**config.mk**
```make
export PLATFORM = sky130hd
export DESIGN_NAME = ft_recovery_ctrl_flat
export DESIGN_NICKNAME = d
export VERILOG_FILES = /design/src/rtl/ft_recovery_ctrl_if.sv /design/src/rtl/ft_recovery_ctrl.sv /design/src/flat_wrapper.sv
export SDC_FILE = /design/constraint.sdc
export NUM_CORES = 1
export LEC_CHECK = 0
export CAP_MARGIN = 30
export CELL_PAD_IN_SITES_DETAIL_PLACEMENT = 1
export CELL_PAD_IN_SITES_GLOBAL_PLACEMENT = 2
export CORE_UTILIZATION = 30
export CTS_BUF_LIST = sky130_fd_sc_hd__clkbuf_16
export DETAILED_ROUTE_END_ITERATION = 7
export GPL_TIMING_DRIVEN = 1
export HOLD_SLACK_MARGIN = 0.1
export PLACE_DENSITY = 0.7
export SYNTH_ARGS = -nofsm -noshare
export SYNTH_HDL_FRONTEND = slang
export SYNTH_SLANG_ARGS = --single-unit
```
**constraint.sdc**
```tcl
create_clock -name clk_i -period 2.4 [get_ports clk_i]
set_input_delay 0.24 -clock clk_i [delete_from_list [all_inputs] [get_ports clk_i]]
set_output_delay 0.24 -clock clk_i [all_outputs]
set_load 0.005 [all_outputs]
```
**src/rtl/ft_recovery_ctrl_if.sv**
```systemverilog
// Control bundle between the SoC, the lockstep checker and the
// two cores' fetch/reset/boot inputs.
interface ft_recovery_ctrl_if #(
  parameter int CNT_W = 8
);
  logic             start_i;
  logic             error_i;
  logic             ckpt_valid_i;
  logic [31:0]      ckpt_pc_i;
  logic             fetch_enable_o;
  logic             core_rst_no;
  logic [31:0]      boot_addr_o;
  logic             recovering_o;
  logic             fatal_o;
  logic [CNT_W-1:0] error_count_o;

  modport master (
    output start_i,
    output error_i,
    output ckpt_valid_i,
    output ckpt_pc_i,
    input  fetch_enable_o,
    input  core_rst_no,
    input  boot_addr_o,
    input  recovering_o,
    input  fatal_o,
    input  error_count_o
  );

  modport slave (
    input  start_i,
    input  error_i,
    input  ckpt_valid_i,
    input  ckpt_pc_i,
    output fetch_enable_o,
    output core_rst_no,
    output boot_addr_o,
    output recovering_o,
    output fatal_o,
    output error_count_o
  );
endinterface

```
**src/rtl/ft_recovery_ctrl.sv**
```systemverilog
// Rollback/restart sequencer: drains, resets and restarts both
// lockstep cores from the last checkpoint PC on a mismatch.
module ft_recovery_ctrl #(
  parameter logic [31:0] BOOT_ADDR    = 32'h0000_0080,
  parameter int          DRAIN_CYCLES = 4,
  parameter int          RESET_CYCLES = 2,
  parameter int          MAX_RETRIES  = 3,
  parameter int          CNT_W        = 8
) (
  input  logic         clk_i,
  input  logic         rst_ni,
  ft_recovery_ctrl_if.slave bus
);

  localparam int MAXC = (DRAIN_CYCLES > RESET_CYCLES)
                      ? DRAIN_CYCLES : RESET_CYCLES;
  localparam int TW   = (MAXC > 1) ? $clog2(MAXC) : 1;
  localparam int RW   = $clog2(MAX_RETRIES + 1);

  localparam logic [TW-1:0] DRAIN_LD = TW'(DRAIN_CYCLES - 1);
  localparam logic [TW-1:0] RESET_LD = TW'(RESET_CYCLES - 1);
  localparam logic [RW-1:0] RETRY_MX = RW'(MAX_RETRIES);

  typedef enum logic [2:0] {
    IDLE,
    RUN,
    HALT,
    RESET,
    RESTART,
    FATAL
  } state_e;

  state_e           state_q, state_d;
  logic [TW-1:0]    tmr_q, tmr_d;
  logic [RW-1:0]    retry_q, retry_d;
  logic [31:0]      ckpt_q, ckpt_d;
  logic [31:0]      boot_q, boot_d;
  logic [CNT_W-1:0] errc_q, errc_d;

  // State and datapath registers
  always_ff @(posedge clk_i or negedge rst_ni) begin
    if (!rst_ni) begin
      state_q <= IDLE;
      tmr_q   <= '0;
      retry_q <= '0;
      ckpt_q  <= BOOT_ADDR;
      boot_q  <= BOOT_ADDR;
      errc_q  <= '0;
    end else begin
      state_q <= state_d;
      tmr_q   <= tmr_d;
      retry_q <= retry_d;
      ckpt_q  <= ckpt_d;
      boot_q  <= boot_d;
      errc_q  <= errc_d;
    end
  end

  // Next state; inputs only matter in RUN (and start in IDLE)
  always_comb begin
    state_d = state_q;
    tmr_d   = tmr_q;
    retry_d = retry_q;
    ckpt_d  = ckpt_q;
    boot_d  = boot_q;
    errc_d  = errc_q;
    unique case (state_q)
      IDLE: begin
        if (bus.start_i) state_d = RUN;
      end
      RUN: begin
        if (bus.error_i) begin
          if (errc_q != {CNT_W{1'b1}})
            errc_d = errc_q + 1'b1;
          if (retry_q == RETRY_MX) begin
            state_d = FATAL;
          end else begin
            retry_d = retry_q + 1'b1;
            tmr_d   = DRAIN_LD;
            state_d = HALT;
          end
        end else begin
          if (bus.ckpt_valid_i) begin
            ckpt_d  = bus.ckpt_pc_i;
            retry_d = '0;
          end
          if (!bus.start_i) state_d = IDLE;
        end
      end
      HALT: begin
        if (tmr_q == '0) begin
          tmr_d   = RESET_LD;
          boot_d  = ckpt_q;
          state_d = RESET;
        end else begin
          tmr_d = tmr_q - 1'b1;
        end
      end
      RESET: begin
        if (tmr_q == '0) state_d = RESTART;
        else             tmr_d   = tmr_q - 1'b1;
      end
      RESTART: state_d = RUN;
      FATAL:   state_d = FATAL;
      default: state_d = IDLE;
    endcase
  end

  assign bus.fetch_enable_o = (state_q == RUN);
  assign bus.core_rst_no    = !((state_q == RESET) ||
                                (state_q == FATAL));
  assign bus.recovering_o   = (state_q == HALT)  ||
                              (state_q == RESET) ||
                              (state_q == RESTART);
  assign bus.fatal_o        = (state_q == FATAL);
  assign bus.boot_addr_o    = boot_q;
  assign bus.error_count_o  = errc_q;

endmodule

```
**src/flat_wrapper.sv**
```systemverilog
// flat-port wrapper written by rule: the top's interface ports become plain ports
module ft_recovery_ctrl_flat 
#(
  parameter logic [31:0] BOOT_ADDR    = 32'h0000_0080,
  parameter int          DRAIN_CYCLES = 4,
  parameter int          RESET_CYCLES = 2,
  parameter int          MAX_RETRIES  = 3,
  parameter int          CNT_W        = 8
)
  (clk_i, rst_ni, bus_start_i, bus_error_i, bus_ckpt_valid_i, bus_ckpt_pc_i, bus_fetch_enable_o, bus_core_rst_no, bus_boot_addr_o, bus_recovering_o, bus_fatal_o, bus_error_count_o);
  ft_recovery_ctrl_if #(.CNT_W(CNT_W)) bus_i ();
  input  logic clk_i;
  input  logic rst_ni;
  input wire logic [$bits(bus_i.start_i)-1:0] bus_start_i;
  input wire logic [$bits(bus_i.error_i)-1:0] bus_error_i;
  input wire logic [$bits(bus_i.ckpt_valid_i)-1:0] bus_ckpt_valid_i;
  input wire logic [$bits(bus_i.ckpt_pc_i)-1:0] bus_ckpt_pc_i;
  output wire logic [$bits(bus_i.fetch_enable_o)-1:0] bus_fetch_enable_o;
  output wire logic [$bits(bus_i.core_rst_no)-1:0] bus_core_rst_no;
  output wire logic [$bits(bus_i.boot_addr_o)-1:0] bus_boot_addr_o;
  output wire logic [$bits(bus_i.recovering_o)-1:0] bus_recovering_o;
  output wire logic [$bits(bus_i.fatal_o)-1:0] bus_fatal_o;
  output wire logic [$bits(bus_i.error_count_o)-1:0] bus_error_count_o;
  assign bus_i.start_i = bus_start_i;
  assign bus_i.error_i = bus_error_i;
  assign bus_i.ckpt_valid_i = bus_ckpt_valid_i;
  assign bus_i.ckpt_pc_i = bus_ckpt_pc_i;
  assign bus_fetch_enable_o = bus_i.fetch_enable_o;
  assign bus_core_rst_no = bus_i.core_rst_no;
  assign bus_boot_addr_o = bus_i.boot_addr_o;
  assign bus_recovering_o = bus_i.recovering_o;
  assign bus_fatal_o = bus_i.fatal_o;
  assign bus_error_count_o = bus_i.error_count_o;
  ft_recovery_ctrl #(.BOOT_ADDR(BOOT_ADDR), .DRAIN_CYCLES(DRAIN_CYCLES), .RESET_CYCLES(RESET_CYCLES), .MAX_RETRIES(MAX_RETRIES), .CNT_W(CNT_W)) u_core (.clk_i(clk_i), .rst_ni(rst_ni), .bus(bus_i));
endmodule
```
# Word level (Yosys, flattened, before mapping)
# Index checks and enable logic that the tools add are counted.
# totals
out_inout_bits,44
wordCells,54
reg_bits,79
# classes
n_reduce_logical,14
n_eq_ne,15
mux,15
addsub,3
bitwise,1
# ops
op,n
2-to-1 mux 3 bit,6
case mux 3 bit (6 select lines),1
2-to-1 mux 2 bit,7
"inequality test 2 bit, second input constant",5
AND reduction 3 bit,3
"adder 8 x 1 -> 8 bit, second input constant",1
"inequality test 8 bit, second input constant",1
AND reduction 4 bit,2
"== test 3 x 2 -> 1 bit, second input constant",2
"== test 3 bit, second input constant",2
case mux 2 bit (3 select lines),1
"inequality test 2 x 1 -> 1 bit, second input constant",2
"== test 3 x 1 -> 1 bit, second input constant",1
zero test 3 bit,1
logical OR 1 bit,3
"inequality test 3 bit, second input constant",1
nonzero test 3 bit,1
"adder 2 x 1 -> 2 bit, second input constant",1
"== test 2 bit, second input constant",1
zero test 2 bit,1
AND reduction 2 bit,1
nonzero test 2 bit,1
"subtractor 2 x 1 -> 2 bit, second input constant",1
zero test 1 bit,1
NOT 1 bit,1

# Longest topological paths before layout
# Gate-level depths: netlist (run 1).
# depth
ltp_word,4
ltp_mapped,6

# Least setup slack after synthesis (run 1)
# No wires, ideal clock.
# synth_path
kind,register to register
startpoint,register u_core.tmr_q[0]
endpoint,register u_core.boot_q[15] (netlist: u_core.bus.boot_addr_o[15])
required_time_ns,2.275
path_stages_with_launch,7
arrival_ns,1.518
setup_time_ns,0.125
path_slack_ns,0.757
path_cell_list,dfrtp_1 inv_1 ha_1 nand2_1 nor3_2 buf_2 mux2_2
# synth_via
elab_chain_len,2
# synth_rtl
item,line_no,source
start: declaration,ft_recovery_ctrl.sv:34,"logic [TW-1:0] tmr_q, tmr_d;"
start signal: assignment,ft_recovery_ctrl.sv:51,tmr_q <= tmr_d;
zero test 2 bit,ft_recovery_ctrl.sv:91,if (tmr_q == '0) begin
AND reduction 2 bit (no source line),--,
end signal: assignment,ft_recovery_ctrl.sv:54,boot_q <= boot_d;
end: declaration,ft_recovery_ctrl.sv:37,"logic [31:0] boot_q, boot_d;"
# Every way passes these cells.
# A chain may end at the register's enable or synchronous reset.

# Worst setup path in the final report (run 1)
# layout_path
startpoint,register u_core.state_q[1]
endpoint,output bus_recovering_o
# layout_via
elab_chain_len,3
# layout_rtl
item,line_no,source
start: declaration,ft_recovery_ctrl.sv:33,"state_e state_q, state_d;"
start signal: assignment,ft_recovery_ctrl.sv:50,state_q <= state_d;
== test 3 x 2 -> 1 bit (on tied branches),"ft_recovery_ctrl.sv:112, ft_recovery_ctrl.sv:113",
logical OR 1 bit,ft_recovery_ctrl.sv:112,assign bus.recovering_o = (state_q == HALT) ||
logical OR 1 bit (*),ft_recovery_ctrl.sv:113,(state_q == RESET) ||
end: declaration,flat_wrapper.sv:21,output wire logic [$bits(bus_i.recovering_o)-1:0] bus_recovering_o;
# Every way passes the cells marked *; elsewhere a longest branch is shown, timed or not.

==> qor.yml, run 1 <==
tightestPinTransition_ps: 479
final_cell_area_um2: 4520
yosys.area.top_type: "dfrtp_1"
relSlewSlack_pct: 68.1
cts_max_level: 3
synth_top_family_by_area: "multiplexers"
yosysMostFrequentCell: "dfrtp_1"
synthTopCellsByCount: "dfrtp_1, mux2_2, a21oi_1"
required_ps: 2160
drv_slew: 0
hpwlAfterDp_mm: 4.57
start_kind: "register"
final_core_util_pct: 43.6
cts_buffers: 9
synth_xor_area_share_pct: 0.545
die_width_um: 106
ys_top_cells_by_area: "dfrtp_1, mux2_2, dfstp_2"
grt_pass1_vias: 2274
period_minus_slack_ps: 2060
fillers: 1054
crit_type: "register to primary output"
syn_nets: 266
cts_root_buf: "clkbuf_16"
maxCapViolations: 0
grt_max_degree: 46
yosysTopAreaCellShare_pct: 59.9
async_flop_share_pct: 100
synth_warnings: 0
rsz0062_at_grt: "false"
synthToLayoutAreaGrowth_pct: 40.5
insertion_delay_ps: 330
ys_seq_area_share_pct: 61.5
synth_seq_cells: 79
drtIter0Drc: 63
cp-end-kind: "primary output"
cp_max_fo: 14
cts_tree: "yes"
route.vias.total: 2097
ir_drop_mv: 0.466
finalWeightedCongestion: 0.704
clk_pin_slew_ps: 60
place_area_um2: 4210
core-area_um2: 10400
rows: 37
drc: 0
cts_hold_buf: 1
synth_simple_gate_area_share_pct: 6.61
antenna_found_initial: 0
final.setup.tns_ps: 0
synth_edf_count: 0
final_hold_viol_count: 0
wl_per_cell_um: 14.9
muxShareOfSynthArea_pct: 23.8
routed_wl_mm: 6.71
synth_fa_ha_area_share_pct: 1.56
leakage_nw: 1.97
synth_cell_types: 35
cts_setup_buffers: 0
io_buffers: 80
viasPerCell: 4.66
drive_gt1_share_pct: 27.7
run_status: "completed"
initial_core_util_pct: 31.0
synthFlopType: "dfrtp_1"
cts_sinks: 79
finalSetupViolations: 0
power_density_nw_per_um2: 1210
die-area_um2: 11100
fmax_mhz: 485
cts_resized: 0
die_h_um: 106
synthesis.area_um2: 3220
fin_crit_sh_pct: 86.0
synth-compound-area-share_pct: 3.62
num_antenna_cells: 0
first_pass_iters: 4
grt_pass1_wl_mm: 11.6
syn_avg_cell_area_um2: 14.3
worstHoldPathType: "input pin to async pin"
num-nets-final: 352
worst_ep_arrival_time_ps: 1820
fin_worst_skew_ps: 9.37
ant_nets: 0
clockBufferDepth: 2
ios: 81
grt_overflow: 0
grtUsageTotal_pct: 13.6
syn_inst: 225
## worst paths after layout
path,slack (ps),to,startpoint,depth (start not counted)
min in group clk_i,490,u_core.bus.boot_addr_o[21],u_core.ckpt_q[21],1
worst min-delay path,410,u_core.bus.error_count_o[7],rst_ni,2
worst max-delay path,340,bus_recovering_o,u_core.state_q[1],3
max in group asynchronous,1360,u_core.ckpt_q[7],rst_ni,3
worst min register to register,490,u_core.bus.boot_addr_o[21],u_core.ckpt_q[21],1
worst max register to register,550,u_core.bus.boot_addr_o[2],u_core.tmr_q[0],6
## area by class of cell
cell class | instances | area (µm²) | share of cell area [%]
multi-input cells | 130 | 1170 | 26.0
clock inverters | 5 | 76.3 | 1.69
repair buffers | 85 | 871 | 19.3
flip-flops and latches | 79 | 1980 | 43.8
well taps | 136 | 170 | 3.77
inverters | 6 | 22.5 | 0.498
clock buffers | 9 | 225 | 4.98
## worst max-delay path, cell delays in order, from the launching register on
cell	delay (ps)
dfrtp_1	550
nor2b_1	300
or2_2	160
clkdlybuf4s50_1	490
## routing by layer
layer  up-vias  routed length [µm]  global-route usage [%]
li1        977                   -                       -
met1      1053                3080                    17.6
met2        55                3170                    20.9
met3        12                 322                    3.40
met4         0                 140                    7.44
met5         -                   0                       0
## registers in the layout, indices dropped and copies added, names as in the netlist
register                  cells
u_core.bus.boot_addr_o       32
u_core.retry_q                2
u_core.bus.error_count_o      8
u_core.state_q                3
u_core.tmr_q                  2
u_core.ckpt_q                32
## per-stage QoR
step	std cells	power (mW)	setup WS, ps	hold slack [ps]
global placement	434	4.07	541	468
finish	450	5.49	337	407
detailed placement	435	4.15	521	237
global route	450	5.89	193	459
floorplan	225	3.18	757	-55.6
CTS	450	5.60	298	425
## cell families (layout without fill, tap and decap cells)
logic type | after synthesis | after routing
muxes | 68 | 68
and+or+nand+nor | 36 | 36
AOI/OAI and AO/OA | 20 | 20
adders and majority gates | 4 | 4
DFF | 79 | 79
buffers and inverters | 16 | 105
xor gates and xnor gates | 2 | 2
## cells in the final DEF, fill, tap and decap left out, drive strengths merged, types with 2 or more instances in the layout
cell	Yosys	routed
clkdlybuf4s50	0	79
dfrtp	77	77
mux2	68	68
clkbuf	2	9
a21oi	8	8
inv	6	7
nand2	6	6
o21ai	5	5
nor2	5	5
buf	8	5
ha	4	4
nand2b	3	3
and3	3	3
nand4	3	3
a31oi	3	3
nor3	3	3
nand3	3	3
nor2b	2	2
nor3b	2	2
bufinv	0	2
dfstp	2	2
clkinv	0	2
## report_power, final
part | switching [mW] | internal [mW] | total (mW)
Sequential | 0.383 | 1.95 | 2.33
Clock | 0.514 | 0.893 | 1.41
Combinational | 0.565 | 1.18 | 1.75
Total | 1.46 | 4.03 | 5.49
Note: power is estimated with default switching activity, not from simulation.
==> run 2: changes to the inputs <==
--- a/config.mk
+++ b/config.mk
@@ -13,7 +13,7 @@
 export DETAILED_ROUTE_END_ITERATION = 7
 export GPL_TIMING_DRIVEN = 1
 export HOLD_SLACK_MARGIN = 0.1
-export PLACE_DENSITY = 0.7
+export PLACE_DENSITY = 0.72
 export SYNTH_ARGS = -nofsm -noshare
 export SYNTH_HDL_FRONTEND = slang
 export SYNTH_SLANG_ARGS = --single-unit
==> constraint.sdc (replaced) <==
create_clock -name clk_i -period 2 [get_ports clk_i]
set_input_delay 0.2 -clock clk_i [delete_from_list [all_inputs] [get_ports clk_i]]
set_output_delay 0.2 -clock clk_i [all_outputs]
set_load 0.005 [all_outputs]
==> run 2 against run 1 <==
Die area stayed put. Register-to-register slack worse by 260 ps. Clock power is 28% higher. Cell count is 1.1% higher. Sequential power is 20% higher. Worst setup slack worse by 260 ps. Via count is 0.38% higher. Worst hold slack worse by 47 ps. Count of clock-buffer cells in the layout stayed put. Largest cell class unchanged.
==> qor.yml, run 2 (synthesis results as in run 1) <==
cp-end-kind: "primary output"  # unchanged
core-area_um2: 10400  # unchanged
route.vias.total: 2105  # was 2097
finalSetupViolations: 0  # unchanged
worstReg2RegStart: "u_core.tmr_q[0]"  # unchanged
worstHoldPathType: "input pin to async pin"  # unchanged
grtUsageTotal_pct: 13.7  # was 13.6%
die_width_um: 106  # unchanged
whs_ps: 361  # was 407 ps
die_h_um: 106  # unchanged
final_cell_mix: "clkdlybuf4s50_1, dfrtp_1, mux2_2"  # unchanged
drv_slew: 0  # unchanged
antenna_found_initial: 0  # unchanged
maxCapViolations: 0  # unchanged
leakage_nw: 2.00  # was 1.97 nW
tightestPinTransition_ps: 439  # was 479 ps
synthToLayoutAreaGrowth_pct: 42.3  # was 40.5%
final.setup.tns_ps: 0  # unchanged
hpwlAfterDp_mm: 4.59  # was 4.57 mm
fin_worst_skew_ps: 6.85  # was 9.37 ps
r2r_setup_slack_ps: 290  # was 550 ps
worst_ep_arrival_time_ps: 1720  # was 1820 ps
crit_type: "register to primary output"  # unchanged
grt_max_degree: 49  # was 46
busiest_layer: "met2"  # unchanged
drc: 0  # unchanged
initial_core_util_pct: 31.0  # unchanged
cp_slowest_cell: "dfrtp_2"  # was dfrtp_1
ios: 81  # unchanged
clk_pin_slew_ps: 70  # was 60 ps
wl_per_cell_um: 15.2  # was 14.9 µm
cts_root_buf: "clkbuf_16"  # unchanged
grt_pass1_wl_mm: 11.6  # about the same
final_common_cell: "clkdlybuf4s50_1"  # unchanged
met1_usage_pct: 18.2  # was 17.6%
place_area_um2: 4220  # was 4210 µm²
ir_drop_mv: 0.547  # was 0.466 mV
timing.critical_path.cells: "inv_1 > nor3_1 > or2_2 > clkdlybuf4s50_1"  # was nor2b_1 > or2_2 > clkdlybuf4s50_1
final_hold_viol_count: 0  # unchanged
drive_gt1_share_pct: 30.7  # was 27.7%
cts_sinks: 79  # unchanged
cp_max_fo: 9  # was 14
ant_nets: 0  # unchanged
seqCellArea_um2: 1980  # about the same
relSlewSlack_pct: 70.7  # was 68.1%
reg2reg_depth: 6  # unchanged
period_minus_slack_ps: 1920
clockBufferDepth: 2  # unchanged
met3_usage_pct: 3.77  # was 3.40%
cts_buffers: 9  # unchanged
power_density_nw_per_um2: 1480  # was 1210 nW/µm²
final_cell_area_um2: 4580  # was 4520 µm²
first_pass_iters: 4  # unchanged
routed_wl_mm: 6.90  # was 6.71 mm
run_status: "completed"  # unchanged
start_kind: "register"  # unchanged
fmax_mhz: 520
io_buffers: 80  # unchanged
multiInputGateArea_um2: 1180  # was 1170 µm²
fin_crit_sh_pct: 96.2
die-area_um2: 11100  # unchanged
num-nets-final: 355  # was 352
rsz0062_at_grt: "false"  # unchanged
timing.rr.end: "u_core.bus.boot_addr_o[20]"  # was u_core.bus.boot_addr_o[2]
grt_pass1_vias: 2248  # was 2274
required_ps: 1800  # was 2160 ps
met2_usage_pct: 20.8  # was 20.9%
cts_tree: "yes"  # unchanged
num_antenna_cells: 0  # unchanged
critPathMaxStageDelay_ps: 490  # was 550 ps
viasPerCell: 4.63  # was 4.66
grt_overflow: 0  # unchanged
cts_max_level: 3  # unchanged
rows: 37  # unchanged
finalWeightedCongestion: 0.737  # was 0.704
drtIter0Drc: 40  # was 63
insertion_delay_ps: 330  # about the same
fillers: 1089  # was 1054
run 2: final cells by class:
class,count,area share [%]
multi-input cells,130,25.7
clock inverters,7,2.24
well taps,136,3.72
repair buffers,88,19.6
clock buffers,9,4.92
flip-flops and latches,79,43.3
inverters,6,0.492
run 2: worst max-delay path, delay by kind of cell, from the launching register on:
kind / cells / cell delay (ps)
simple gates: 2 / 330
flops: 1 / 490
buf+inv: 2 / 580
run 2: how the worst max path moves through the flow:
| stage | startpoint | endpoint | slack (ps) | cells past startpoint |
|---|---|---|---|---|
| 6_report | u_core.state_q[2] | bus_recovering_o | 80 | 4 |
| 2_1_floorplan | u_core.tmr_q[0] | u_core.bus.boot_addr_o[15] | 360 | 6 |
| 5_1_grt | u_core.state_q[2] | bus_recovering_o | 3 | 4 |
| 3_5_place_dp | bus_error_i | u_core.bus.error_count_o[5] | 230 | 6 |
| 3_3_place_gp | bus_error_i | u_core.bus.error_count_o[5] | 260 | 6 |
| 4_1_cts | u_core.state_q[1] | bus_recovering_o | 20 | 3 |
run 2: repair_timing:
item / 4_1_cts / 5_1_grt
buffers inserted: 0 / 2
gates resized for setup: 2 / 2
hold buffers: 1 / 0
hold endpoints to repair: 31 / 0
setup endpoints to repair: 3 / 2
pin swaps: 0 / 0
run 2: power breakdown:
group          total (mW)  internal, mW  switching, mW  leakage (nW)
clock network        1.80          1.11          0.686         0.163
registers            2.79          2.34          0.444         0.974
logic                2.20          1.47          0.729         0.860
total                6.79          4.93           1.86          2.00
run 2: metal layers:
layer	share of wire (%)	wire, µm
met3	5.3	364
met4	1.3	91
met2	48	3290
met5	0	0
met1	46	3150
run 2: metrics by stage:
step	worst slack [ps]	util [%]	power, mW	cells
floorplan	357	-	3.82	225
global placement	257	40.7	4.92	436
detailed placement	230	40.7	5.02	436
CTS	16.4	44.0	6.87	453
global route	2.65	44.1	7.25	455
finish	75.5	44.1	6.79	455
